**src/rtl/digscan_pkg.sv**
```systemverilog
// Shared constants and state encoding for the digit-scan datapath.
// The scanner relies on the same DEPTH/ADDR_W as the loader.
package digscan_pkg;

   localparam int unsigned DEPTH     = 16;
   localparam int unsigned ADDR_W    = 4;
   localparam logic [7:0]  TERM_CHAR = 8'h0A;
   localparam logic [7:0]  PAD_CHAR  = 8'h20;
   localparam int unsigned TIMEOUT   = 255;

   typedef enum logic [2:0] {
      ST_IDLE,
      ST_LOAD,
      ST_PAD,
      ST_FIRE,
      ST_WAIT_DONE
   } state_t;

endpackage

```
**src/rtl/wd_timer.sv**
```systemverilog
// Watchdog counter: synchronous clear, count enable, terminal count at LIMIT-1.
module wd_timer #(
   parameter int unsigned WIDTH = 8,
   parameter int unsigned LIMIT = 255
) (
   input  logic i_clk,
   input  logic i_clr,
   input  logic i_en,
   output logic o_tc
);

   localparam logic [WIDTH-1:0] TC_VAL = WIDTH'(LIMIT - 1);

   logic [WIDTH-1:0] r_count;

   always_ff @(posedge i_clk) begin
      if (i_clr)
         r_count <= '0;
      else if (i_en)
         r_count <= r_count + 1'b1;
   end

   assign o_tc = (r_count == TC_VAL);

endmodule

```
**src/rtl/ascii_frame_loader.sv**
```systemverilog
// Loads one DEPTH-entry ASCII frame into the register file, pads short lines,
// then hands off to the digit scanner via go/done and clears it with scan_rst.
module ascii_frame_loader #(
   parameter int unsigned DEPTH     = digscan_pkg::DEPTH,
   parameter int unsigned ADDR_W    = digscan_pkg::ADDR_W,
   parameter logic [7:0]  TERM_CHAR = digscan_pkg::TERM_CHAR,
   parameter logic [7:0]  PAD_CHAR  = digscan_pkg::PAD_CHAR,
   parameter int unsigned TIMEOUT   = digscan_pkg::TIMEOUT
) (
   input  logic              Clk,
   input  logic              Rst,
   input  logic [7:0]        in_data,
   input  logic              in_valid,
   output logic              in_ready,
   output logic [ADDR_W-1:0] W_Addr,
   output logic              W_en,
   output logic [7:0]        W_Data,
   output logic              go,
   input  logic              done,
   output logic              scan_rst,
   output logic [4:0]        frame_len,
   output logic              busy,
   output logic              err
);

   import digscan_pkg::*;

   localparam int unsigned      TMR_W = $clog2(TIMEOUT + 1);
   localparam logic [ADDR_W-1:0] LAST  = ADDR_W'(DEPTH - 1);

   state_t            r_state, w_state_nxt;
   logic [ADDR_W:0]   r_ptr,   w_ptr_nxt;
   logic [4:0]        r_len,   w_len_nxt;
   logic              r_err,   w_err_nxt;
   logic              w_term;
   logic              w_last;
   logic              w_tmr_clr;
   logic              w_tmr_tc;

   assign w_term = (in_data == TERM_CHAR);
   assign w_last = (r_ptr[ADDR_W-1:0] == LAST);

   always_comb begin
      w_state_nxt = r_state;
      w_ptr_nxt   = r_ptr;
      w_len_nxt   = r_len;
      w_err_nxt   = r_err;
      w_tmr_clr   = 1'b0;
      in_ready    = 1'b0;
      W_en        = 1'b0;
      W_Data      = in_data;
      go          = 1'b0;
      scan_rst    = 1'b0;

      case (r_state)
         ST_IDLE: begin
            in_ready = 1'b1;
            if (in_valid && !w_term) begin
               W_en        = 1'b1;
               w_ptr_nxt   = (ADDR_W+1)'(1);
               w_len_nxt   = 5'd1;
               w_err_nxt   = 1'b0;
               w_state_nxt = ST_LOAD;
            end
         end

         ST_LOAD: begin
            in_ready = 1'b1;
            if (in_valid) begin
               if (!w_term) begin
                  W_en      = 1'b1;
                  w_ptr_nxt = r_ptr + 1'b1;
                  w_len_nxt = r_len + 1'b1;
                  if (w_last)
                     w_state_nxt = ST_FIRE;
               end else begin
                  w_state_nxt = ST_PAD;
               end
            end
         end

         ST_PAD: begin
            W_en      = 1'b1;
            W_Data    = PAD_CHAR;
            w_ptr_nxt = r_ptr + 1'b1;
            if (w_last)
               w_state_nxt = ST_FIRE;
         end

         ST_FIRE: begin
            go          = 1'b1;
            w_ptr_nxt   = '0;
            w_tmr_clr   = 1'b1;
            w_state_nxt = ST_WAIT_DONE;
         end

         ST_WAIT_DONE: begin
            // done is checked first so a coincident timeout does not flag err
            if (done) begin
               scan_rst    = 1'b1;
               w_state_nxt = ST_IDLE;
            end else if (w_tmr_tc) begin
               scan_rst    = 1'b1;
               w_err_nxt   = 1'b1;
               w_state_nxt = ST_IDLE;
            end
         end

         default: w_state_nxt = ST_IDLE;
      endcase
   end

   always_ff @(posedge Clk) begin
      if (Rst) begin
         r_state <= ST_IDLE;
         r_ptr   <= '0;
         r_len   <= '0;
         r_err   <= 1'b0;
      end else begin
         r_state <= w_state_nxt;
         r_ptr   <= w_ptr_nxt;
         r_len   <= w_len_nxt;
         r_err   <= w_err_nxt;
      end
   end

   wd_timer #(
      .WIDTH (TMR_W),
      .LIMIT (TIMEOUT)
   ) u_wd_timer (
      .i_clk (Clk),
      .i_clr (Rst || w_tmr_clr),
      .i_en  (r_state == ST_WAIT_DONE),
      .o_tc  (w_tmr_tc)
   );

   assign W_Addr    = r_ptr[ADDR_W-1:0];
   assign frame_len = r_len;
   assign err       = r_err;
   assign busy      = (r_state != ST_IDLE);

endmodule

```
**config.mk**
```make
export PLATFORM = sky130hd
export DESIGN_NAME = ascii_frame_loader
export DESIGN_NICKNAME = d
export VERILOG_FILES = /design/src/rtl/digscan_pkg.sv /design/src/rtl/wd_timer.sv /design/src/rtl/ascii_frame_loader.sv
export SDC_FILE = /design/constraint.sdc
export NUM_CORES = 1
export LEC_CHECK = 0
export BUFFER_PORTS_ARGS = -buffer_cell sky130_fd_sc_hd__buf_2
export CORE_UTILIZATION = 55
export DETAILED_ROUTE_END_ITERATION = 6
export GPL_TIMING_DRIVEN = 0
export PLACE_DENSITY_LB_ADDON = 0.3
export SYNTH_ARGS = -nofsm -noshare
export SYNTH_HDL_FRONTEND = slang
export SYNTH_HIERARCHICAL = 1
export SYNTH_SLANG_ARGS = --single-unit
export TNS_END_PERCENT = 30
```
**constraint.sdc**
```tcl
create_clock -name Clk -period 5.1 [get_ports Clk]
set_clock_uncertainty 0.05 [all_clocks]
set_input_delay 0.255 -clock Clk [delete_from_list [all_inputs] [get_ports Clk]]
set_output_delay 0.255 -clock Clk [all_outputs]
set_load 0.01 [all_outputs]
```
== Word-level counts from Yosys, hierarchy flattened ==
Index checks and enable logic that the tools add are counted.

* Memories kept: 0
* Bits in read-only memories: 0
* Input bits: 12
* Word-level logic and storage cells: 62
* Latch bits: 0
* Register bits after elaboration: 22
* Output and inout port bits: 23
* Memory bits (writable): 0

* Equality and inequality tests: 13
* Add/sub/neg operators: 3
* Bitwise operators: 0
* Magnitude comparators: 0
* $mul: 0
* Shifts and indexed selects: 0
* Div/mod/pow operators: 0
* Reductions and logical operators: 13
* Multiplexer cells: 28

{| class="wikitable"
|+ Operators by type and width
! kind !! number
|-
| 2-to-1 mux 5 bit || 5
|-
| one-hot mux 5 bit (4 select lines) || 1
|-
| 2-to-1 mux 3 bit || 6
|-
| one-hot mux 3 bit (5 select lines) || 1
|-
| AND reduction 4 bit || 3
|-
| 2-to-1 mux 1 bit || 11
|-
| adder 5 x 1 -> 5 bit, second input constant || 2
|-
| inequality test 2 bit, second input constant || 5
|-
| one-hot mux 5 bit (2 select lines) || 1
|-
| adder 8 x 1 -> 8 bit, second input constant || 1
|-
| equality test 8 x 4 -> 1 bit, second input constant || 1
|-
| equality test 8 bit, second input constant || 1
|-
| 2-to-1 mux 8 bit || 1
|-
| equality test 3 x 2 -> 1 bit, second input constant || 2
|-
| equality test 4 bit, second input constant || 1
|-
| nonzero test 2 bit || 2
|-
| nonzero test 4 bit || 1
|-
| equality test 3 x 1 -> 1 bit, second input constant || 1
|-
| equality test 3 bit, second input constant || 1
|-
| logical NOT 3 bit || 1
|-
| inequality test 3 bit, second input constant || 1
|-
| one-hot mux 1 bit (3 select lines) || 1
|-
| AND reduction 3 bit || 1
|-
| nonzero test 3 bit || 1
|-
| 5 further kinds || 5
|}

== Longest topological paths before layout ==
* Word-level depth: 5
* Mapped depth: 8
* Mapped depth without buffers: 8

== Modules after synthesis ==
Netlist, hierarchy kept.

{| class="wikitable"
|+ By module, submodules not included
! module !! area an instance (µm²) !! times used !! sequential area each (µm²) !! cells an instance
|-
| ascii_frame_loader || 938.4 || 1 || 260.2 || 105
|-
| wd_timer || 359.1 || 1 || 160.2 || 41
|}

== Worst setup path after synthesis ==
Ideal clock, no wire load.

* Kind: flip-flop to flip-flop
* From: register u_wd_timer.r_count[0]
* To: register r_state[0]
* Stages on the path, launching flop included: 9
* Data arrival time: 1.776 ns
* Required time: 4.947 ns
* Path slack: 3.170 ns
* Setup time: 0.103 ns
* Clock period less this slack: 1.930 ns
* Cell sequence: dfxtp_1 -> inv_1 -> ha_1 -> nand3_1 -> nor2_1 -> or4b_1 -> a21oi_1 -> a211oi_1 -> a2111oi_2

* Longest elaborated chain between the ends: 3

{| class="wikitable"
|+ Ends and longest elaborated chain
! element !! line !! text
|-
| start: declaration || wd_timer.sv:14 || <nowiki>logic [WIDTH-1:0] r_count;</nowiki>
|-
| start signal: assignment || wd_timer.sv:20 || <nowiki>r_count <= r_count + 1'b1;</nowiki>
|-
| equality test 8 bit || wd_timer.sv:23 || <nowiki>assign o_tc = (r_count == TC_VAL);</nowiki>
|-
| net w_tmr_tc || ascii_frame_loader.sv:38 || <nowiki>logic w_tmr_tc;</nowiki>
|-
| inequality test 3 bit (no line) || n/a ||
|-
| AND reduction 3 bit (no line) || n/a ||
|-
| end signal: assignment || ascii_frame_loader.sv:120 || <nowiki>r_state <= w_state_nxt;</nowiki>
|-
| end: declaration || ascii_frame_loader.sv:31 || <nowiki>state_t r_state, w_state_nxt;</nowiki>
|}

The timed path passes the listed nets, and every way through them passes these cells.
A chain may end at the register's enable or synchronous reset.

== Final worst setup path ==
* From: register r_state[1]
* To: output W_en

* Longest elaborated chain between the ends: 2

{| class="wikitable"
|+ Ends and longest elaborated chain
! element !! line !! text
|-
| equality test 3 x 2 -> 1 bit (tied with other cells) || ascii_frame_loader.sv:55 || <nowiki>case (r_state)</nowiki>
|-
| one-hot mux 1 bit (3 select lines) * || ascii_frame_loader.sv:55 ||
|-
| end: declaration || ascii_frame_loader.sv:16 || <nowiki>output logic W_en,</nowiki>
|}

Mark *: on every way between the ends. The rest lies on a longest branch, timed or not.

==> impl_metrics.py <==
metrics = {
    "outcome": {
        "status": "completed",
    },
    "synth": {
        "synthAdderAreaFrac_pct": 3.86,
        "synth_fp_nets": 162,
        "synth_compound_area_share_pct": 20.0,
        "synth_area_leaders": "dfxtp_1 (32%), nor2b_1 (5.8%), a21oi_1 (3.9%)",
        "synth_edf_count": 0,
        "synth_seq_area_share_pct": 32.4,
        "yosysWarnings": 6,
        "async_flop_share_pct": 0,
        "syn_area_sq_um": 1300,
        "synth_top_area_cell": "dfxtp_1",
        "synth_top_family_by_area": "simple AND/OR/NAND/NOR gates",
        "synth_mux_area_share_pct": 2.70,
        "avgSynthCellArea_sq_um": 8.89,
        "synth_top_cell_area_share_pct": 32.4,
        "synth_cell_types": 42,
        "synthXorXnorAreaFrac_pct": 3.38,
        "synth-seq-cells": 21,
        "yosys.area_share.simple_pct": 33.8,
        "syn_inst": 146,
        "synth_ff_type": "dfxtp_1",
    },
    "hold_path": {
        "hp-class": "input port to register",
        "min_from": "Rst",
        "holdPathEnd": "r_state[0]",
        "holdPathStages": 2,
    },
    "pwr": {
        "ir_worst_vdd_uv": 174,
        "intPower_uw": 217,
        "p_leak_nw": 0.618,
        "pwr_density_cell_nw_per_um2": 197,
        "comb_power_share_pct": 15.2,
        "seq_power_share_pct": 56.2,
        "p_sw_uw": 84.7,
        "power_frac_clock_pct": 28.6,
        "swShare_pct": 28.1,
    },
    "clocking": {
        "clk_latency_ns": 0.32,
        "cts_tree": "built",
        "path_clk_slew_ns": 0.13,
        "cts_hold_buf": 0,
        "cts.sinks": 21,
        "htree_levels": 1,
        "clk_root_buffer_cell": "clkbuf_4",
        "cts.repair.resized": 0,
        "cts_setup_buffers": 0,
        "cts_made_buffers": 3,
        "cts.path.max_buffers": 2,
    },
    "placement": {
        "dp.final_hpwl_um": 2170,
        "place_congestion": 0.763,
        "io_buffer_count": 34,
    },
    "cells_and_area": {
        "drive_gt1_share_pct": 29.3,
        "num-nets-final": 201,
        "synthToLayoutAreaGrowth_pct": 17.9,
        "utilization_pct": 69.2,
        "diodes": 0,
    },
    "die": {
        "die_h_um": 50.6,
        "die_x_um": 50.6,
        "die_area_sq_um": 2560,
        "io_pins": 35,
        "start_util_pct": 58.7,
        "row_count": 17,
        "core_sq_um": 2210,
    },
    "worst_setup_path": {
        "arrival_ns": 2.04,
        "cpMaxStageDelayCell": "nor3b_1",
        "r2r-start": "r_state[2]",
        "r2r-end": "u_wd_timer/r_count[7]",
        "reg2regPathDepth": 6,
        "crit_top_cell": "buf_2",
        "cpPeakStageDelay_ns": 0.72,
        "cp-start-kind": "register",
        "crit_start": "r_state[1]",
        "crit_chain": "buf_2 -> nor3b_1 -> or2_2 -> buf_2",
        "reg2reg_slack_ns": 2.83,
        "criticalPathCategory": "register to output pin",
        "crit_path_max_fanout": 10,
        "cp.required_ns": 4.80,
        "cp-end-kind": "output pin",
    },
    "grt": {
        "gr-total-overflow": 0,
        "grt_max_degree": 13,
        "met3_usage_pct": 2.73,
        "antenna_found_initial": 0,
        "grt_pass1_vias": 1083,
        "grt_pass1_wl_um": 4730,
        "track_usage_pct": 24.5,
        "grt_use_met1_pct": 31.5,
        "grtUsageMet2_pct": 41.3,
        "top_usage_layer": "met2",
    },
    "detailed_routing": {
        "avgViaCountPerCell": 5.69,
        "vias": 1206,
        "first_pass_iters": 4,
        "wl_per_cell_um": 13.7,
        "initialDrtViolationCount": 12,
        "wirelength_um": 2900,
        "detail-route-antenna-nets": 0,
        "drc": 0,
    },
    "sta": {
        "rsz0062_at_grt": "no",
        "finalMaxSlewViolations": 0,
        "fmax_mhz": 427,
        "finalSetupTns_ns": 0,
        "slew_headroom_pct": 43.5,
        "finalCritPeriodShare_pct": 45.9,
        "setup-violations-final": 0,
        "worstMarginPinSlew_ns": 0.846,
        "layout_min_cycle_time_ns": 2.34,
        "hold_viol": 0,
    },
    "job": {
        "maxCapViolations": 0,
    },
}
how the worst max path moves through the flow:
| stage | end |
|---|---|
| 2_1_floorplan | r_state[0] |
| 3_5_place_dp | u_wd_timer/r_count[7] |
| 4_1_cts | W_Data[5] |
| 5_1_grt | W_Data[5] |
| 6_report | W_en |
| 3_3_place_gp | u_wd_timer/r_count[7] |
power by group through the flow:
stage          combinational (mW)  clock [mW]  sequential, mW
2_1_floorplan              0.0278           0           0.173
3_3_place_gp               0.0445           0           0.173
3_5_place_dp               0.0460           0           0.173
4_1_cts                    0.0460      0.0886           0.169
5_1_grt                    0.0504      0.0939           0.170
6_report                   0.0459      0.0861           0.169
layout by cell type, fill, tap and decap left out, types with 4 or more instances in the layout:
cell type / netlist / final
buf_2: 4 / 38
dfxtp_1: 21 / 21
nor2b_1: 12 / 12
nor2_1: 10 / 10
nand3_1: 10 / 10
a21oi_1: 10 / 10
nor3b_1: 4 / 4
or2_2: 4 / 4
or3_1: 4 / 4
inv_1: 4 / 4
nand2_1: 4 / 4
nand2b_1: 4 / 4
a211oi_1: 4 / 4
o21ai_0: 4 / 4
ha_1: 4 / 4
worst max-delay path: cells and delay by family, from the launching register on:
family	cells	cell delay, ns
buffers and inverters	2	0.36
flip-flops	1	0.40
AND/OR/NAND/NOR	2	0.95
metrics by stage:
step                power [mW]  worst slack (ns)  hold slack (ns)  cells  instance area, sq um
detailed placement       0.219              2.96            0.433    208                  1500
CTS                      0.304              2.76            0.126    212                  1530
global route             0.314              2.54            0.141    212                  1530
floorplan                0.201              3.17            0.274    146                  1300
global placement         0.217              3.05            0.419    208                  1500
finish                   0.301              2.76            0.141    212                  1530
final cells by class:
cell class / instances / area (sq um)
clock inverters: 1 / 5.00
multi-input cells: 113 / 827
inverters: 4 / 15.0
clock buffers: 3 / 22.5
repair buffers: 34 / 170
plain buffers: 8 / 35.0
fillers: 192 / 682
flip-flops and latches: 21 / 420
well taps: 28 / 35.0
sequential cells by signal, indices dropped and copies added (netlist names):
| signal | cells |
|---|---|
| frame_len | 5 |
| r_state | 3 |
| u_wd_timer/r_count | 8 |
| r_ptr | 4 |
| err | 1 |
cell families (layout without fill, tap and decap cells):
logic type | after synthesis | after routing
AND/OR/NAND/NOR | 68 | 68
AO/OA/AOI/OAI | 33 | 33
flip-flops | 21 | 21
buffers and inverters | 12 | 50
XOR/XNOR | 5 | 5
adder cells (fa/ha/maj) | 4 | 4
multiplexers | 3 | 3
metal layers:
metal	wire [um]	vias to the layer above
li1	-	613
met1	1300	564
met2	1480	24
met3	74	5
met4	43	0
met5	0	-
Yosys cell counts, types with 4 or more instances:
cell type / n
a21oi_1: 10
nor3b_1: 4
dfxtp_1: 21
nand2_1: 4
or2_2: 4
or3_1: 4
nor2_1: 10
a211oi_1: 4
o21ai_0: 4
nand2b_1: 4
ha_1: 4
inv_1: 4
nand3_1: 10
nor2b_1: 12
buf_2: 4
(Power assumes the default switching activity.)
